--- config.mk ---
export PLATFORM = sky130hd
export DESIGN_NAME = riscv_multiciclo
export DESIGN_NICKNAME = d
export VERILOG_FILES = /design/src/rtl/riscv_multiciclo.sv
export SDC_FILE = /design/constraint.sdc
export NUM_CORES = 2
export LEC_CHECK = 0
export ABC_AREA = 1
export CAP_MARGIN = 10
export CORE_ASPECT_RATIO = 1.75
export CORE_MARGIN = 2
export CORE_UTILIZATION = 40
export CTS_BUF_LIST = sky130_fd_sc_hd__clkbuf_16
export CTS_CLUSTER_SIZE = 24
export DETAILED_ROUTE_END_ITERATION = 16
export PLACE_DENSITY = 0.61
export SLEW_MARGIN = 20
export SYNTH_ARGS = -nofsm -noshare
export SYNTH_HDL_FRONTEND = slang
export SYNTH_SLANG_ARGS = --single-unit
--- constraint.sdc ---
create_clock -name clk -period 63.3 [get_ports clk]
set_clock_uncertainty 0.1 [all_clocks]
set_input_delay 12.66 -clock clk [delete_from_list [all_inputs] [get_ports clk]]
set_output_delay 12.66 -clock clk [all_outputs]
set_load 0.05 [all_outputs]
--- src/rtl/riscv_multiciclo.sv ---
`default_nettype none
// ============================================================================
// Module   : riscv_multiciclo
// Purpose  : Multi-cycle RV32I-subset core. It shares one ALU and one unified
//            instruction/data memory port across the FETCH, DECODE, EXEC,
//            MEM, WB and HALT states. The memory port uses a req/ready
//            handshake, so the core tolerates wait states.
// Ports    : clk, reset (async, active-high)
//            mem_req/mem_we/mem_addr/mem_wdata -> memory request
//            mem_rdata/mem_ready               <- memory response
//            pc_o, instr_o, instret_o, halted_o -> debug and status
// Options  : RISCV_MC_HALT_ON_ILLEGAL_EN - when defined, an illegal
//            instruction halts the core until reset. Otherwise an illegal
//            instruction retires as a NOP.
// Revision : 1.0 - initial release
// ============================================================================
module riscv_multiciclo #(
  parameter logic [31:0] RESET_PC = 32'h0000_0000,
  parameter int          NUM_REGS = 32,
  parameter int          ADDR_W   = 32
) (
  input  logic              clk,
  input  logic              reset,
  output logic              mem_req,
  output logic              mem_we,
  output logic [ADDR_W-1:0] mem_addr,
  output logic [31:0]       mem_wdata,
  input  logic [31:0]       mem_rdata,
  input  logic              mem_ready,
  output logic [31:0]       pc_o,
  output logic [31:0]       instr_o,
  output logic [31:0]       instret_o,
  output logic              halted_o
);

  localparam int RIDX_W = (NUM_REGS == 16) ? 4 : 5;

  localparam logic [2:0] S_FETCH  = 3'd0;
  localparam logic [2:0] S_DECODE = 3'd1;
  localparam logic [2:0] S_EXEC   = 3'd2;
  localparam logic [2:0] S_MEM    = 3'd3;
  localparam logic [2:0] S_WB     = 3'd4;
  localparam logic [2:0] S_HALT   = 3'd5;

  // --------------------------------------------------------------------------
  // State
  // --------------------------------------------------------------------------
  logic [2:0]  state_q, state_d;
  logic [31:0] pc_q, pc_d;
  logic [31:0] ir_q, ir_d;
  logic [31:0] a_q, a_d;
  logic [31:0] b_q, b_d;
  logic [31:0] imm_q, imm_d;
  logic [31:0] alu_out_q, alu_out_d;
  logic [31:0] mdr_q, mdr_d;
  logic [31:0] instret_q, instret_d;
  logic [31:0] regs_q [NUM_REGS];
  logic [31:0] regs_d [NUM_REGS];

  // --------------------------------------------------------------------------
  // Instruction decode (IR is stable from DECODE through WB)
  // --------------------------------------------------------------------------
  logic [6:0] w_opcode;
  logic [4:0] w_rd, w_rs1, w_rs2;
  logic [2:0] w_funct3;
  logic [6:0] w_funct7;

  assign w_opcode = ir_q[6:0];
  assign w_rd     = ir_q[11:7];
  assign w_funct3 = ir_q[14:12];
  assign w_rs1    = ir_q[19:15];
  assign w_rs2    = ir_q[24:20];
  assign w_funct7 = ir_q[31:25];

  logic w_alu_f3;
  assign w_alu_f3 = (w_funct3 == 3'b000) || (w_funct3 == 3'b111) ||
                    (w_funct3 == 3'b110) || (w_funct3 == 3'b010);

  logic w_is_r, w_is_i, w_is_lw, w_is_sw, w_is_br, w_is_jal;
  assign w_is_r   = (w_opcode == 7'b0110011) &&
                    (((w_funct7 == 7'b0000000) && w_alu_f3) ||
                     ((w_funct7 == 7'b0100000) && (w_funct3 == 3'b000)));
  assign w_is_i   = (w_opcode == 7'b0010011) && w_alu_f3;
  assign w_is_lw  = (w_opcode == 7'b0000011) && (w_funct3 == 3'b010);
  assign w_is_sw  = (w_opcode == 7'b0100011) && (w_funct3 == 3'b010);
  assign w_is_br  = (w_opcode == 7'b1100011) && (w_funct3[2:1] == 2'b00);
  assign w_is_jal = (w_opcode == 7'b1101111);

  // Only the register fields an instruction format actually uses are checked;
  // for I-type the rs2 field is immediate bits.
  logic w_uses_rs1, w_uses_rs2, w_uses_rd;
  assign w_uses_rs1 = w_is_r | w_is_i | w_is_lw | w_is_sw | w_is_br;
  assign w_uses_rs2 = w_is_r | w_is_sw | w_is_br;
  assign w_uses_rd  = w_is_r | w_is_i | w_is_lw | w_is_jal;

  logic w_rs1_oor, w_rs2_oor, w_rd_oor;
  generate
    if (NUM_REGS == 16) begin : g_rv32e
      assign w_rs1_oor = w_rs1[4];
      assign w_rs2_oor = w_rs2[4];
      assign w_rd_oor  = w_rd[4];
    end else begin : g_rv32i
      assign w_rs1_oor = 1'b0;
      assign w_rs2_oor = 1'b0;
      assign w_rd_oor  = 1'b0;
    end
  endgenerate

  logic w_legal;
  assign w_legal = (w_is_r | w_is_i | w_is_lw | w_is_sw | w_is_br | w_is_jal) &&
                   !(w_uses_rs1 && w_rs1_oor) &&
                   !(w_uses_rs2 && w_rs2_oor) &&
                   !(w_uses_rd  && w_rd_oor);

  // Immediate formats, sign-extended
  logic [31:0] w_imm_i, w_imm_s, w_imm_b, w_imm_j, w_imm;
  assign w_imm_i = {{20{ir_q[31]}}, ir_q[31:20]};
  assign w_imm_s = {{20{ir_q[31]}}, ir_q[31:25], ir_q[11:7]};
  assign w_imm_b = {{19{ir_q[31]}}, ir_q[31], ir_q[7], ir_q[30:25], ir_q[11:8], 1'b0};
  assign w_imm_j = {{11{ir_q[31]}}, ir_q[31], ir_q[19:12], ir_q[20], ir_q[30:21], 1'b0};

  always_comb begin
    w_imm = w_imm_i;
    if (w_is_sw)       w_imm = w_imm_s;
    else if (w_is_br)  w_imm = w_imm_b;
    else if (w_is_jal) w_imm = w_imm_j;
  end

  // Register file read ports; x0 is forced to zero on read as well
  logic [31:0] w_rf_rs1, w_rf_rs2;
  assign w_rf_rs1 = (w_rs1 == 5'd0) ? 32'd0 : regs_q[w_rs1[RIDX_W-1:0]];
  assign w_rf_rs2 = (w_rs2 == 5'd0) ? 32'd0 : regs_q[w_rs2[RIDX_W-1:0]];

  // --------------------------------------------------------------------------
  // ALU for R/I operations (second operand is B for R-type, imm for I-type)
  // --------------------------------------------------------------------------
  logic [31:0] w_op2, w_alu_res;
  assign w_op2 = w_is_r ? b_q : imm_q;

  always_comb begin
    w_alu_res = a_q + w_op2;
    case (w_funct3)
      3'b000:  w_alu_res = (w_is_r && w_funct7[5]) ? (a_q - w_op2) : (a_q + w_op2);
      3'b111:  w_alu_res = a_q & w_op2;
      3'b110:  w_alu_res = a_q | w_op2;
      3'b010:  w_alu_res = {31'd0, ($signed(a_q) < $signed(w_op2))};
      default: w_alu_res = a_q + w_op2;
    endcase
  end

  logic w_br_taken;
  assign w_br_taken = w_funct3[0] ? (a_q != b_q) : (a_q == b_q);

`ifdef RISCV_MC_HALT_ON_ILLEGAL_EN
  logic halted_q, halted_d;
`endif

  // --------------------------------------------------------------------------
  // Next-state logic
  // --------------------------------------------------------------------------
  logic              w_retire;
  logic              w_rf_we;
  logic [RIDX_W-1:0] w_rf_waddr;
  logic [31:0]       w_rf_wdata;

  always_comb begin
    state_d    = state_q;
    pc_d       = pc_q;
    ir_d       = ir_q;
    a_d        = a_q;
    b_d        = b_q;
    imm_d      = imm_q;
    alu_out_d  = alu_out_q;
    mdr_d      = mdr_q;
    w_retire   = 1'b0;
    w_rf_we    = 1'b0;
    w_rf_waddr = w_rd[RIDX_W-1:0];
    w_rf_wdata = 32'd0;
`ifdef RISCV_MC_HALT_ON_ILLEGAL_EN
    halted_d   = halted_q;
`endif

    case (state_q)
      S_FETCH: begin
        if (mem_ready) begin
          ir_d    = mem_rdata;
          pc_d    = pc_q + 32'd4;
          state_d = S_DECODE;
        end
      end

      S_DECODE: begin
        a_d       = w_rf_rs1;
        b_d       = w_rf_rs2;
        imm_d     = w_imm;
        // PC already points past this instruction, so step back one word
        alu_out_d = (pc_q - 32'd4) + w_imm;
        if (!w_legal) begin
`ifdef RISCV_MC_HALT_ON_ILLEGAL_EN
          halted_d = 1'b1;
          state_d  = S_HALT;
`else
          w_retire = 1'b1;
          state_d  = S_FETCH;
`endif
        end else if (w_is_jal) begin
          w_rf_we    = 1'b1;
          w_rf_wdata = pc_q;
          pc_d       = alu_out_d & ~32'd3;
          w_retire   = 1'b1;
          state_d    = S_FETCH;
        end else begin
          state_d = S_EXEC;
        end
      end

      S_EXEC: begin
        if (w_is_r || w_is_i) begin
          alu_out_d = w_alu_res;
          state_d   = S_WB;
        end else if (w_is_lw || w_is_sw) begin
          alu_out_d = a_q + imm_q;
          state_d   = S_MEM;
        end else begin
          // Branch: the target was computed into ALUOut during DECODE
          if (w_is_br && w_br_taken) pc_d = alu_out_q & ~32'd3;
          w_retire = 1'b1;
          state_d  = S_FETCH;
        end
      end

      S_MEM: begin
        if (mem_ready) begin
          if (w_is_sw) begin
            w_retire = 1'b1;
            state_d  = S_FETCH;
          end else begin
            mdr_d   = mem_rdata;
            state_d = S_WB;
          end
        end
      end

      S_WB: begin
        w_rf_we    = 1'b1;
        w_rf_wdata = w_is_lw ? mdr_q : alu_out_q;
        w_retire   = 1'b1;
        state_d    = S_FETCH;
      end

      S_HALT: state_d = S_HALT;

      default: state_d = S_FETCH;
    endcase

    instret_d = w_retire ? (instret_q + 32'd1) : instret_q;

    regs_d = regs_q;
    if (w_rf_we && (w_rf_waddr != '0)) regs_d[w_rf_waddr] = w_rf_wdata;
  end

  // --------------------------------------------------------------------------
  // Sequential state
  // --------------------------------------------------------------------------
  always_ff @(posedge clk or posedge reset) begin
    if (reset) begin
      state_q   <= S_FETCH;
      pc_q      <= RESET_PC;
      ir_q      <= '0;
      a_q       <= '0;
      b_q       <= '0;
      imm_q     <= '0;
      alu_out_q <= '0;
      mdr_q     <= '0;
      instret_q <= '0;
      for (int i = 0; i < NUM_REGS; i++) regs_q[i] <= '0;
`ifdef RISCV_MC_HALT_ON_ILLEGAL_EN
      halted_q  <= 1'b0;
`endif
    end else begin
      state_q   <= state_d;
      pc_q      <= pc_d;
      ir_q      <= ir_d;
      a_q       <= a_d;
      b_q       <= b_d;
      imm_q     <= imm_d;
      alu_out_q <= alu_out_d;
      mdr_q     <= mdr_d;
      instret_q <= instret_d;
      regs_q    <= regs_d;
`ifdef RISCV_MC_HALT_ON_ILLEGAL_EN
      halted_q  <= halted_d;
`endif
    end
  end

  // --------------------------------------------------------------------------
  // Outputs. Request strobes are masked by reset so an access in flight is
  // dropped in the same cycle reset rises, not at the next edge.
  // --------------------------------------------------------------------------
  assign mem_req   = !reset && ((state_q == S_FETCH) || (state_q == S_MEM));
  assign mem_we    = !reset && (state_q == S_MEM) && w_is_sw;
  assign mem_addr  = (state_q == S_MEM) ? {alu_out_q[ADDR_W-1:2], 2'b00}
                                        : {pc_q[ADDR_W-1:2], 2'b00};
  assign mem_wdata = mem_we ? b_q : 32'd0;

  assign pc_o      = pc_q;
  assign instr_o   = ir_q;
  assign instret_o = instret_q;

`ifdef RISCV_MC_HALT_ON_ILLEGAL_EN
  assign halted_o = halted_q;
`else
  assign halted_o = 1'b0;
`endif

endmodule
`default_nettype wire

==> qor.csv <==
metric;value;unit
status;complete, no violations;
clk slew on worst S/H paths;0.06;ns
first-pass GRT wire length;547600;um
crit path capture type;output pin;
fin crit share;45.32;%
Post-synth EDFFs;0;
Min Hold Slack;0.2914;ns
die span in y;592.6;um
TritonCTS clock tree;built;
PortBufs;192;
First-pass DRT Iterations;6;
PwrDens;52.26;nW/um^2
CP Class;in -> out;
slowest CP cell;nand3_2;
wire per inst;28.41;um
FFs w/ async S/R, synth;100.0;%
Post-synth top flop;dfrtp_1;
row cnt;216;
Worst Path Arrival;15.93;ns
Worst Tran Pin Value;1.345;ns
Remaining DRCs;0;
setup_tns;0;ns
Post-DP HPWL;250500;um
largest net degree at the start of global routing;227;
DR iter-0 viols;10080;
Placer Congestion;1.068;
DIE AREA;201700;sq um
Leak;0.03774;uW
crit path to;mem_wdata[30];
FF+latch count, synth;1270;
reg-to-reg endpoint;alu_out_q[31];
detailed-route wire length;385000;um
Reg-to-Reg Start;instr_o[12];
core area;197300;sq um
Syn. warnings;0;
clock latency on the worst-skew pair;0.82;ns
worst reg2reg setup slack;56.29;ns
RSZ-0062 raised after global routing;false;
initial antenna violation count;44;
CTS Sinks;1270;
most used cell, CP;clkdlybuf4s50_1;
share of cells above drive strength 1;5.050;%
CTS root buffer;clkbuf_16;
hold_buf cts;0;
initial core utilization;40.13;%
Startpoint Class;input port;
max-slew violations;0;
Crit Path Max Fanout;95;
Mean Syn Cell Area;7.108;sq um
Post-CTS Setup Inserts;0;
final hold vios;0;
VDD IR max;0.03821;mV
Worst Path Required;50.54;ns
gr ovfl total;0;
Synth-to-Final Area Change;10.05;%
All-Layer GR Usage;37.13;%
number of global-route vias before repair;77820;
I/O pin count;198;
Max clock buf depth;4;
critical path cell sequence;clkdlybuf4s50_1, inv_8, nand3_2, nor2_1, clkdlybuf4s50_1;
crit path time final;28.69;ns
Nets;11050;
worst hold-check path type;reg -> reg;
Peak Freq;34.86;MHz
# setup viols final;0;
Post-CTS Resized;0;
Mapped Area;79170;sq um
Die W;340.3;um
via count;82290;
register area share after synthesis;40.14;%
distinct cell type count after synthesis;58;
Worst Reg-to-Reg Cells;28;
Max-Cap Viols;0;
CTS Buf Count;138;
post-route ant nets;0;
max_slew headroom;10.31;%
hold path cells;0;
via-per-instance ratio;6.072;
Largest stage delay, worst path;0.87;ns
# H-tree levels;4;
critical path startpoint;reset;
cells after synthesis;11140;
report_power, final:
group          leakage, uW  switching (uW)  internal [uW]
registers           0.0174             128            882
logic               0.0181            2020            718
clock network      0.00216             359            444
total               0.0377            2510           2040
area by class of cell:
| cell class | instances | area [sq um] |
|---|---|---|
| diodes | 24 | 60.06 |
| clock inverters | 84 | 615.6 |
| flip-flops and latches | 1270 | 31810 |
| inverters | 1143 | 4333 |
| multi-input cells | 7892 | 39950 |
| clock buffers | 143 | 3578 |
| fillers | 20150 | 110200 |
| well taps | 2616 | 3273 |
| repair buffers | 379 | 3506 |
critical path, delay by kind of cell:
| family | cells | cell delay, ns |
|---|---|---|
| buffers and inverters | 3 | 1.95 |
| AND/OR/NAND/NOR | 2 | 1.24 |
cells by family (layout without fill, tap and decap cells):
| family | count (synthesis) | count (layout) | share of synthesized area (%) |
|---|---|---|---|
| compound gates | 3862 | 3862 | 26.26 |
| xor+xnor | 80 | 80 | 0.8850 |
| fa+ha+maj | 192 | 192 | 3.063 |
| buf+inv | 1982 | 1749 | 9.694 |
| flops | 1270 | 1270 | 40.14 |
| mux | 29 | 29 | 0.4125 |
| other cells | 1 | 30 | 0.004736 |
| simple gates | 3723 | 3723 | 19.54 |
synth_stat cells (27+ instances only):
master | instances | area share, %
o21ai_1 | 92 | 0.58
xor2_1 | 57 | 0.63
nor2_1 | 533 | 2.5
a21oi_1 | 1079 | 6.8
ha_1 | 189 | 3.0
nor4_1 | 28 | 0.22
buf_2 | 129 | 0.82
nand2_1 | 2272 | 11
nand3_1 | 712 | 4.5
o211ai_1 | 227 | 2.2
clkbuf_1 | 602 | 2.9
buf_1 | 90 | 0.43
inv_2 | 27 | 0.13
nor3_1 | 56 | 0.35
o21a_1 | 179 | 1.7
o21ai_2 | 31 | 0.34
dfrtp_1 | 1270 | 40
nand4_1 | 53 | 0.42
o21ai_0 | 2128 | 13
mux2_2 | 29 | 0.41
inv_1 | 1102 | 5.2
per-layer routing:
metal | track usage [%] | up-vias | wire length [um]
met5 | 0 | - | 206
met4 | 36.21 | 32 | 43700
met3 | 7.526 | 1559 | 35950
met2 | 59.72 | 5048 | 175600
met1 | 40.51 | 39100 | 129600
li1 | - | 36550 | -
state kept, by name (all words and copies together), names as in the netlist:
name and flops:
state_q 3, instr_o 32, b_q 32, mdr_q 32, a_q 32, alu_out_q 32, pc_o 30, regs_q 1024
instret_o 32, imm_q 21
per-stage QoR:
| step | power (uW) | setup WS [ns] | instance area [sq um] | util, % | instances |
|---|---|---|---|---|---|
| after detailed placement | 3669 | 34.55 | 82810 | 41.98 | 13300 |
| after global placement | 3657 | 34.62 | 82770 | 41.95 | 13300 |
| after floorplan | 2620 | 5.562 | 79190 | - | 11140 |
| final | 4553 | 34.61 | 87130 | 44.16 | 13550 |
| after global routing | 4760 | 34.37 | 87070 | 44.13 | 13530 |
| after CTS | 4471 | 34.54 | 87010 | 44.10 | 13530 |
worst min path at each step:
stage,startpoint,endpoint,slack [ns]
floorplan,regs_q[1023],regs_q[1023],0.34
global placement,regs_q[992],regs_q[992],0.28
detailed placement,regs_q[1015],regs_q[1015],0.28
CTS,regs_q[997],regs_q[997],0.29
global route,regs_q[1022],regs_q[1022],0.30
finish,regs_q[1022],regs_q[1022],0.29
layout by cell type, fill, tap and decap left out, types with 143 or more instances in the layout:
cell type        synthesis  layout
a21oi_1               1079    1079
buf_4                   17     171
clkbuf_16                0     143
clkdlybuf4s50_1          0     192
dfrtp_1               1270    1260
ha_1                   189     189
inv_1                 1102    1122
nand2_1               2272    2263
nand3_1                712     710
nor2_1                 533     527
o211ai_1               227     227
o21a_1                 179     179
o21ai_0               2128    2117
Note: power is estimated with default switching activity, not from simulation.
